[config.mk]
export PLATFORM = sky130hd
export DESIGN_NAME = fir_mac_ctrl
export DESIGN_NICKNAME = d
export VERILOG_FILES = /design/src/rtl/fir_pkg.sv /design/src/rtl/fir_sat.sv /design/src/rtl/fir_mac_ctrl.sv
export SDC_FILE = /design/constraint.sdc
export NUM_CORES = 1
export LEC_CHECK = 0
export CORE_MARGIN = 5
export CORE_UTILIZATION = 65
export DETAILED_ROUTE_END_ITERATION = 10
export PLACE_DENSITY = 0.81
export SLEW_MARGIN = 30
export SYNTH_ARGS = -nofsm -noshare
export SYNTH_HDL_FRONTEND = slang
export SYNTH_SLANG_ARGS = --single-unit
[constraint.sdc]
create_clock -name clk -period 10.1 [get_ports clk]
set_input_delay 2.525 -clock clk [delete_from_list [all_inputs] [get_ports clk]]
set_output_delay 2.525 -clock clk [all_outputs]
set_load 0.02 [all_outputs]
[src/rtl/fir_pkg.sv]
// Shared FIR definitions: controller state encoding, Q1.15 constants and the
// width helpers used by the shift/round/saturate stage.
package fir_pkg;

  typedef enum logic [1:0] {IDLE, FETCH, MAC, DONE} fir_state_t;

  localparam int Q_WIDTH = 16;
  localparam int Q_SHIFT = Q_WIDTH - 1;
  localparam logic signed [Q_WIDTH-1:0] Q_MAX = 16'sh7FFF;
  localparam logic signed [Q_WIDTH-1:0] Q_MIN = 16'sh8000;
  localparam longint ROUND_OFFSET = longint'(1) << (Q_WIDTH - 2);

  function automatic int q_shift(input int data_width);
    return data_width - 1;
  endfunction

  // Half an output LSB, expressed as a bit position in the accumulator.
  function automatic int round_bit(input int data_width);
    return data_width - 2;
  endfunction

endpackage

[src/rtl/fir_sat.sv]
// Accumulator-to-output conversion: optional round-half-up, arithmetic shift
// by DATA_WIDTH-1, then clamp into the signed DATA_WIDTH range.
module fir_sat
  import fir_pkg::*;
#(
  parameter int ACC_WIDTH  = 37,
  parameter int DATA_WIDTH = 16,
  parameter bit ROUND_EN   = 1'b0
) (
  input  logic signed [ACC_WIDTH-1:0]  acc,
  output logic signed [DATA_WIDTH-1:0] y
);

  localparam int SHIFT = q_shift(DATA_WIDTH);
  // One guard bit so the rounding offset can never wrap the sum.
  localparam int EXT   = ACC_WIDTH + 1;
  localparam logic signed [EXT-1:0] OFFSET = ROUND_EN ? (EXT'(1) << round_bit(DATA_WIDTH)) : '0;
  localparam logic signed [EXT-1:0] MAX_V  = (EXT'(1) << SHIFT) - EXT'(1);
  localparam logic signed [EXT-1:0] MIN_V  = -(EXT'(1) << SHIFT);

  logic signed [EXT-1:0] acc_ext;
  logic signed [EXT-1:0] rounded;
  logic signed [EXT-1:0] shifted;

  always_comb begin
    acc_ext = {acc[ACC_WIDTH-1], acc};
    rounded = acc_ext + OFFSET;
    shifted = rounded >>> SHIFT;
    if (shifted > MAX_V) begin
      y = MAX_V[DATA_WIDTH-1:0];
    end else if (shifted < MIN_V) begin
      y = MIN_V[DATA_WIDTH-1:0];
    end else begin
      y = shifted[DATA_WIDTH-1:0];
    end
  end

endmodule

[src/rtl/fir_mac_ctrl.sv]
// FIR MAC controller: walks the circular sample RAM backwards from newest and
// the coefficient RAM forwards, one Q15 product per cycle, one y per start.
// Build option: define FIR_ROUND_EN for round-half-up instead of truncation.
module fir_mac_ctrl
  import fir_pkg::*;
#(
  parameter int ADDR_WIDTH = 5,
  parameter int DATA_WIDTH = 16,
  parameter int TAPS       = 32,
  parameter int ACC_WIDTH  = 2*DATA_WIDTH + ADDR_WIDTH
) (
  input  logic                  clk,
  input  logic                  rst_n,
  input  logic                  start,
  input  logic [ADDR_WIDTH-1:0] newest,
  output logic [ADDR_WIDTH-1:0] smp_adres,
  output logic [ADDR_WIDTH-1:0] coef_adres,
  input  logic [DATA_WIDTH-1:0] smp_data,
  input  logic [DATA_WIDTH-1:0] coef_data,
  output logic                  busy,
  output logic [DATA_WIDTH-1:0] y,
  output logic                  y_valid
);

`ifdef FIR_ROUND_EN
  localparam bit ROUND_EN = 1'b1;
`else
  localparam bit ROUND_EN = 1'b0;
`endif

  localparam int PROD_WIDTH = 2*DATA_WIDTH;
  localparam logic [ADDR_WIDTH-1:0] K_LAST = ADDR_WIDTH'(TAPS - 1);

  fir_state_t              state_reg;
  logic [ADDR_WIDTH-1:0]   base_reg;
  logic [ADDR_WIDTH-1:0]   k_reg;
  logic [ADDR_WIDTH-1:0]   addr_idx_reg;
  logic signed [ACC_WIDTH-1:0] acc_reg;

  logic signed [PROD_WIDTH-1:0] prod;
  logic signed [ACC_WIDTH-1:0]  acc_next;
  logic signed [DATA_WIDTH-1:0] sat_y;

  assign prod     = $signed(smp_data) * $signed(coef_data);
  assign acc_next = acc_reg + {{(ACC_WIDTH-PROD_WIDTH){prod[PROD_WIDTH-1]}}, prod};

  // Fed from acc_next so y lands in the same edge as the last product.
  fir_sat #(
    .ACC_WIDTH  (ACC_WIDTH),
    .DATA_WIDTH (DATA_WIDTH),
    .ROUND_EN   (ROUND_EN)
  ) u_sat (
    .acc (acc_next),
    .y   (sat_y)
  );

  always_ff @(posedge clk or negedge rst_n) begin
    if (!rst_n) begin
      state_reg    <= IDLE;
      base_reg     <= '0;
      k_reg        <= '0;
      addr_idx_reg <= '0;
      acc_reg      <= '0;
      smp_adres    <= '0;
      coef_adres   <= '0;
      busy         <= 1'b0;
      y            <= '0;
      y_valid      <= 1'b0;
    end else begin
      case (state_reg)
        IDLE: begin
          y_valid <= 1'b0;
          if (start) begin
            // Address for k=0 goes out with the accept so FETCH covers RAM latency.
            state_reg    <= FETCH;
            base_reg     <= newest;
            k_reg        <= '0;
            acc_reg      <= '0;
            smp_adres    <= newest;
            coef_adres   <= '0;
            addr_idx_reg <= ADDR_WIDTH'(1);
            busy         <= 1'b1;
          end
        end
        FETCH: begin
          smp_adres    <= base_reg - addr_idx_reg;
          coef_adres   <= addr_idx_reg;
          addr_idx_reg <= addr_idx_reg + ADDR_WIDTH'(1);
          state_reg    <= MAC;
        end
        MAC: begin
          acc_reg      <= acc_next;
          k_reg        <= k_reg + ADDR_WIDTH'(1);
          smp_adres    <= base_reg - addr_idx_reg;
          coef_adres   <= addr_idx_reg;
          addr_idx_reg <= addr_idx_reg + ADDR_WIDTH'(1);
          if (k_reg == K_LAST) begin
            state_reg <= DONE;
            y         <= sat_y;
            y_valid   <= 1'b1;
          end
        end
        DONE: begin
          y_valid   <= 1'b0;
          busy      <= 1'b0;
          state_reg <= IDLE;
        end
        default: state_reg <= IDLE;
      endcase
    end
  end

endmodule

# Word level (Yosys, flattened, before mapping)

Index checks and enable logic that the tools add are counted.

Register bits: 82
Bits of input ports: 40
Word-level logic and storage cells: 55

Add/subtract/negate cells: 4
$mul: 1
Order comparisons: 2
Eq/ne operators: 6
Multiplexer cells: 18
Reductions and logical operators: 14

Operators by type and width:

| kind                                                                              | count |
|---|---|
| 37-bit one-hot mux with 2 select lines                                            | 1 |
| 5-bit one-hot mux with 2 select lines                                             | 4 |
| 37-bit adder                                                                      | 1 |
| 37-bit two-way mux                                                                | 1 |
| 16-bit by 16-bit multiplier with 32-bit output                                    | 1 |
| 16-bit two-way mux                                                                | 2 |
| 22-bit by 16-bit greater-than comparator with 1-bit output, second input constant | 1 |
| 22-bit by 16-bit < comparator with 1-bit output, second input constant            | 1 |
| 5-bit two-way mux                                                                 | 3 |
| 2-bit AND reduction                                                               | 7 |
| 5-bit by 1-bit adder with 5-bit output, second input constant                     | 2 |
| 2-bit one-hot mux with 4 select lines                                             | 1 |
| 2-bit nonzero test                                                                | 4 |
| 5-bit equality test, second input constant                                        | 1 |
| 5-bit subtractor                                                                  | 1 |
| 2-bit equality test, second input constant                                        | 2 |
| 2-bit two-way mux                                                                 | 2 |
| 2-bit != test, second input constant                                              | 2 |
| 1-bit one-hot mux with 2 select lines                                             | 2 |
| 2-bit OR reduction                                                                | 2 |
| 2-bit by 1-bit equality test with 1-bit output, second input constant             | 1 |
| 2-bit logical NOT                                                                 | 1 |
| 1-bit two-way mux                                                                 | 2 |

# Logic depth before layout (Yosys ltp)

Gate-level depths: netlist of run 1.

Depth in word-level cells: 5
Gate-level depth with buffers: 40
Depth with buffers taken out: 37

# Cells and area by module

From an unflattened synthesis of run 1, not the netlist that was laid out.

Cell total of the unflattened synthesis: 1645
Area, all modules: 15441.1 µm²

By module, submodules not included:

| module       | instances | cells each | area an instance (µm²) | seq. area each (µm²) |
|---|---|---|---|---|
| fir_mac_ctrl | 1         | 1602       | 15055.7                | 2052.0 |
| fir_sat      | 1         | 43         | 385.4                  | 0.0 |

# Least setup slack after synthesis of run 1

No wires, ideal clock.

Kind: in2reg
From: input port smp_data[5]
To: register y[14]
Library setup time: 149 ps
Data arrival time: 10858 ps
Data required time: 9951 ps
Setup slack: -906 ps
Stages on the path: 34
Buffers on the path: 2
Path through: clkbuf_1 -> and2_1 -> fa_1 -> inv_1 -> fa_1 -> fa_1 -> fa_1 -> inv_1 -> fa_1 -> inv_1 -> fa_1 -> inv_1 -> ha_1 -> a211oi_1 -> o2111ai_1 -> a221oi_1 -> o21ai_0 -> a41oi_1 -> a211o_1 -> o21bai_1 -> a21oi_1 -> xnor2_1 -> ha_1 -> and3_1 -> a221o_1 -> a21o_1 -> a41oi_2 -> a31oi_1 -> a221o_1 -> o31ai_4 -> xnor2_1 -> o32ai_4 -> buf_8 -> o22ai_1

Cells in the longest elaborated chain, start to end: 5
Elaborated cells between the ends (all ways): 6

RTL lines:

| what                                               | RTL line           | RTL |
|---|---|---|
| from (decl)                                        | fir_mac_ctrl.sv:18 | `input logic [DATA_WIDTH-1:0] smp_data,` |
| 16-bit by 16-bit multiplier with 32-bit output (*) | fir_mac_ctrl.sv:44 | `assign prod = $signed(smp_data) * $signed(coef_data);` |
| 37-bit adder (*)                                   | fir_mac_ctrl.sv:45 | `assign acc_next = acc_reg + {{(ACC_WIDTH-PROD_WIDTH){prod[PROD_WIDTH-1]}}, prod};` |
| 22-bit by 16-bit < comparator with 1-bit output    | fir_sat.sv:31      | `end else if (shifted < MIN_V) begin` |
| 16-bit two-way mux                                 | fir_sat.sv:31      |  |
| 16-bit two-way mux (*)                             | fir_sat.sv:29      | `if (shifted > MAX_V) begin` |
| to (signal assigned)                               | fir_mac_ctrl.sv:99 | `y <= sat_y;` |
| to (decl)                                          | fir_mac_ctrl.sv:21 | `output logic [DATA_WIDTH-1:0] y,` |

Every way passes the cells marked *; elsewhere a longest branch is shown, timed or not.
A chain may end at the register's enable or synchronous reset.

# Worst setup path after layout of run 1

From: input port smp_data[5]
To: register y[2]

The elaborated chain is that of the path after synthesis.

==> results.toml, run 1 <==
[timing]
worst_pin_slew_ps = 1000
rsz0062_at_grt = "yes"
fmax_mhz = 93.9
clock-skew-final_ps = 4.65
setup_tns_ps = -8600
hold_viol_final = 0
final.period_utilization_pct = 105
finalMaxSlewViolations = 0
setup_viol_count_final = 18
fin_ws_ps = -552
relSlewSlack_pct = 33.2
finalCriticalPeriod_ps = 10650

[yosys]
synth_cells = 1649
yosysWarningCount = 0
syn_area_um2 = 15100
ys_types = 70
yosysSeqAreaShare_pct = 13.5
synthArstFlopShare_pct = 100
synth-main-ff-cell = "dfrtp_1"
synth.avg_cell_area_um2 = 9.19
synth_edf_count = 0
ys_ff_latch = 82
synthesis.nets = 2082

[final_layout]
fill_cells = 1229
area_delta_synth_final_pct = 25.9
drive_gt1_share_pct = 23.1
utilization_pct = 83.7
final_cells = 2264
num_antenna_cells = 0
final_cell_mix = "inv_1 (315), fa_1 (254), buf_4 (237), nand2_1 (171), and2_1 (117)"
largest_reg_flops = 37
layout_commonest_cell = "inv_1"
final_nets = 2379

[clock_network]
clk_pin_slew_ps = 60
cts_sinks = 82
cts_hold_buf = 0
cts_buffers = 9
htreeDepth = 3
clk_path_buf_depth = 2
root_buffer = "clkbuf_16"
cts_tree = "yes"
clk_latency_ps = 340

[global_routing]
grt_util_met3_pct = 4.48
busiest_layer = "met2"
groute.usage.overall_pct = 31.7
antenna_found_initial = 0
use_met1_pct = 41.0
grt_pass1_wl_um = 67800
grt_pass1_vias = 14200
grtUsageMet2_pct = 55.1
grt_max_degree = 83
grt_overflow = 0

[setup_path]
worstPathMaxFanout = 8
cpMaxStageDelayCell = "fa_1"
cp_data_arrival_time_ps = 10860
path_common_cell = "fa_1"
critPathLaunchType = "input port"
crit_family = "adder cells"
max_stage_delay_ps = 580
crit_buf_inv = 6
critical_path_class = "input port to register"
cp-end-kind = "register"
required_ps = 10310

[floorplan]
core-area_um2 = 22800
start_util_pct = 66.5
die_height_um = 163
dieArea_um2 = 26500
io_pins = 68
die_x_um = 163
rows = 55

[route]
postRouteAntennaNets = 0
dr.pass1.iters = 8
avgRoutedWirePerCell_um = 18.7
routed_wl_um = 42300
first_iter_violations = 904
via_count = 13000
viasPerCell = 5.72
drcViolationCount = 0

[place]
gp_congestion = 0.903
io_buffers = 67
place_hpwl_um = 31000
post-place-cells = 2208
post-place-ws_ps = -1320

[status]
status = "finished, violations left"
violations = "negative setup slack"

[worst_hold_path]
hp-class = "register to register"

[flow_run]
maxCapViolations = 0
[cells in the mapped netlist (11+ instances only)]
master | n | share of area [%]
xor2_1 | 17 | 0.98
nor2_1 | 67 | 1.7
nand3_1 | 11 | 0.36
dfrtp_1 | 82 | 14
o21ai_0 | 69 | 2.3
a21oi_1 | 62 | 2.0
and2_1 | 129 | 5.3
a22o_1 | 25 | 1.4
nand2_1 | 179 | 4.4
nand2b_1 | 16 | 0.66
ha_1 | 129 | 11
clkbuf_1 | 49 | 1.2
a21o_1 | 19 | 0.94
xnor2_1 | 55 | 3.2
fa_1 | 264 | 35
inv_1 | 332 | 8.2
[worst register-to-register path, stage by stage (launching register included)]
cell      delay (ps)
dfrtp_1          380
ha_1             370
a21oi_1          120
a211oi_1         380
a221oi_1         180
o31a_1           320
or4_4            510
a21oi_2          290
nor2_1           120
xor2_1           240
nand4_1          170
o32ai_4          350
buf_6            200
o22ai_2          100
[cell families (layout without fill, tap and decap cells)]
logic type               Yosys count  count (layout)  share of synthesized area [%]
flip-flops                        82              82                           13.5
multiplexers                       9               9                          0.636
adder cells (fa/ha/maj)          393             393                           45.5
buffers and inverters            385             687                           9.68
XOR/XNOR                          73              73                           4.31
AO/OA/AOI/OAI                    271             271                           12.3
AND/OR/NAND/NOR                  436             436                           13.9
[what timing repair did]
action	CTS	global route
hold endpoints to repair	0	0
gates resized for setup	182	71
cloned	4	0
setup endpoints to repair	27	23
buffers inserted	32	10
pin swaps	102	84
[metrics by stage]
stage / hold WS [ps] / area (um^2)
floorplan: 451 / 15300
global placement: 460 / 17900
detailed placement: 464 / 17900
CTS: 479 / 18800
global route: 513 / 19100
finish: 479 / 19100
[metal layers]
| metal | up-vias | share of wire [%] |
|---|---|---|
| met5 | - | 0 |
| met1 | 6466 | 38 |
| li1 | 5767 | - |
| met2 | 567 | 51 |
| met4 | 0 | 4.1 |
| met3 | 153 | 6.1 |
[layout make-up]
class	instances	area, um^2	area share [%]
clock inverters	3	47.5	0.249
repair buffers	339	2860	15.0
clock buffers	13	250	1.31
inverters	332	1250	6.53
flip-flops and latches	82	2050	10.8
well taps	313	392	2.05
multi-input cells	1182	12200	64.1
[final timing paths]
| kind | startpoint | endpoint | slack (ps) | cells after the start |
|---|---|---|---|---|
| max in group asynchronous | rst_n | acc_reg[1] | 7380 | 1 |
| max | smp_data[5] | y[2] | -550 | 34 |
| max reg2reg | acc_reg[6] | y[2] | 6240 | 13 |
| min in group asynchronous | rst_n | smp_adres[4] | 2230 | 1 |
| min | coef_adres[0] | coef_adres[0] | 480 | 2 |
| min reg2reg | coef_adres[0] | coef_adres[0] | 480 | 2 |
Power of run 1 is left out: the tool's default activity adds up to more than one toggle a clock period on the data nets, which glitch-free logic cannot reach.
==> run 2: changes to the inputs <==
--- a/config.mk
+++ b/config.mk
@@ -8,7 +8,9 @@
 export CORE_MARGIN = 5
 export CORE_UTILIZATION = 65
 export DETAILED_ROUTE_END_ITERATION = 10
-export PLACE_DENSITY = 0.81
+export DONT_BUFFER_PORTS = 1
+export PLACE_DENSITY = 0.77
+export SKIP_LAST_GASP = 1
 export SLEW_MARGIN = 30
 export SYNTH_ARGS = -nofsm -noshare
 export SYNTH_HDL_FRONTEND = slang
==> run 2 against run 1 <==
Via count shrank 11%. Sequential cell count is the same. Hold slack gained 13 ps. Maximum frequency grew 3.3%. Non-clock buffer count shrank 206. The run still ends with negative setup slack left. Clock skew grew 3.0 ps. Wire length shrank 17%. Die area is the same.
==> results.toml, run 2 (synthesis gave the netlist of run 1 again) <==
[status]
status = "finished, violations left"
violations = "negative setup slack"

[final_layout]
num_antenna_cells = 0
layout_commonest_cell = "inv_1"
largest_reg_flops = 37
final_cell_mix = "inv_1 (328), fa_1 (257), nand2_1 (178), buf_4 (128), and2_1 (124)"
area_delta_synth_final_pct = 12.4
final_cells = 2058
final_nets = 2173
drive_gt1_share_pct = 13.5

[flow_run]
maxCapViolations = 0

[global_routing]
grt_overflow = 0
grt_pass1_wl_um = 61300
antenna_found_initial = 0
grt_pass1_vias = 12600
groute.usage.overall_pct = 28.1
grt_max_degree = 83

[setup_path]
regToRegEndpoint = "y[14]"
critical_path_class = "input port to register"
max_stage_delay_ps = 570
required_ps = 10320
cp_data_arrival_time_ps = 10530
worstPathMaxFanout = 16
rr_startpoint = "acc_reg[0]"
reg2reg_depth = 18
cp-end-kind = "register"
cpMaxStageDelayCell = "fa_2"
critPathLaunchType = "input port"
path_common_cell = "fa_1"
rrSetupSlack_ps = 6220

[timing]
worst_pin_slew_ps = 958
final.period_utilization_pct = 102
finalMaxSlewViolations = 0
fin_ws_ps = -211
fmax_mhz = 97.0
finalCriticalPeriod_ps = 10310
holdWs_ps = 492
rsz0062_at_grt = "yes"
hold_viol_final = 0
clock-skew-final_ps = 7.63
relSlewSlack_pct = 36.2
setup_viol_count_final = 15
setup_tns_ps = -2570

[place]
gp_congestion = 0.900
post-place-ws_ps = -717
post-place-cells = 2028
io_buffers = 0
place_hpwl_um = 28300

[worst_hold_path]
hold_start = "acc_reg[13]"
hold_end = "acc_reg[13]"
whs_path_depth = 2
hp-class = "register to register"

[route]
avgRoutedWirePerCell_um = 17.0
drcViolationCount = 0
via_count = 11500
postRouteAntennaNets = 0
viasPerCell = 5.59
dr.pass1.iters = 6
first_iter_violations = 696
routed_wl_um = 35000

[clock_network]
htreeDepth = 3
cts_buffers = 9
clk_latency_ps = 350
cts_sinks = 82
cts_tree = "yes"
root_buffer = "clkbuf_16"
clk_path_buf_depth = 2
clk_pin_slew_ps = 70

[floorplan]
core-area_um2 = 22800
dieArea_um2 = 26500
start_util_pct = 66.5
die_height_um = 163
io_pins = 68
die_x_um = 163
rows = 55
-- run 2: metrics by stage --
step	cell area (um^2)	utilization [%]
2_1_floorplan	15300	-
3_3_place_gp	16400	71.8
3_5_place_dp	16400	71.8
4_1_cts	16900	74.0
5_1_grt	17000	74.8
6_report	17000	74.8
-- run 2: routing by layer --
| metal | share of wire (%) | track usage (%) |
|---|---|---|
| met5 | 0 | 0 |
| met1 | 44 | 40.0 |
| met4 | 1.1 | 5.22 |
| met3 | 6.9 | 5.16 |
| met2 | 48 | 46.2 |
-- run 2: how the worst max path moves through the flow --
stage | from | endpoint | slack [ps] | depth (start not counted)
after floorplan | smp_data[5] | y[14] | -420 | 34
after global placement | coef_data[6] | y[7] | -520 | 33
after detailed placement | coef_data[6] | y[1] | -720 | 33
after CTS | coef_data[6] | y[1] | -190 | 34
after global routing | coef_data[6] | y[1] | -480 | 39
final | coef_data[6] | y[14] | -210 | 37
-- run 2: repair_timing --
item,4_1_cts,5_1_grt
hold buffers,0,0
setup buffers,7,7
gates cloned,1,0
hold endpoints to repair,0,0
setup endpoints to repair,16,21
gates resized for setup,18,33
pin swaps,30,49
-- run 2: worst max-delay path, delay by kind of cell --
kind            cells  cell delay (ps)
simple gates        6              610
compound gates     16             3100
xor+xnor            1              220
buf+inv             6              460
fa+ha+maj           8             3620
-- run 2: cell type report --
class,instances,area (um^2)
clock buffers,9,225
inverters,332,1250
repair buffers,133,1040
multi-input cells,1182,12000
well taps,313,392
flip-flops and latches,82,2050
fillers,1609,5740
clock inverters,7,105
Power of run 2 is left out for the same reason.
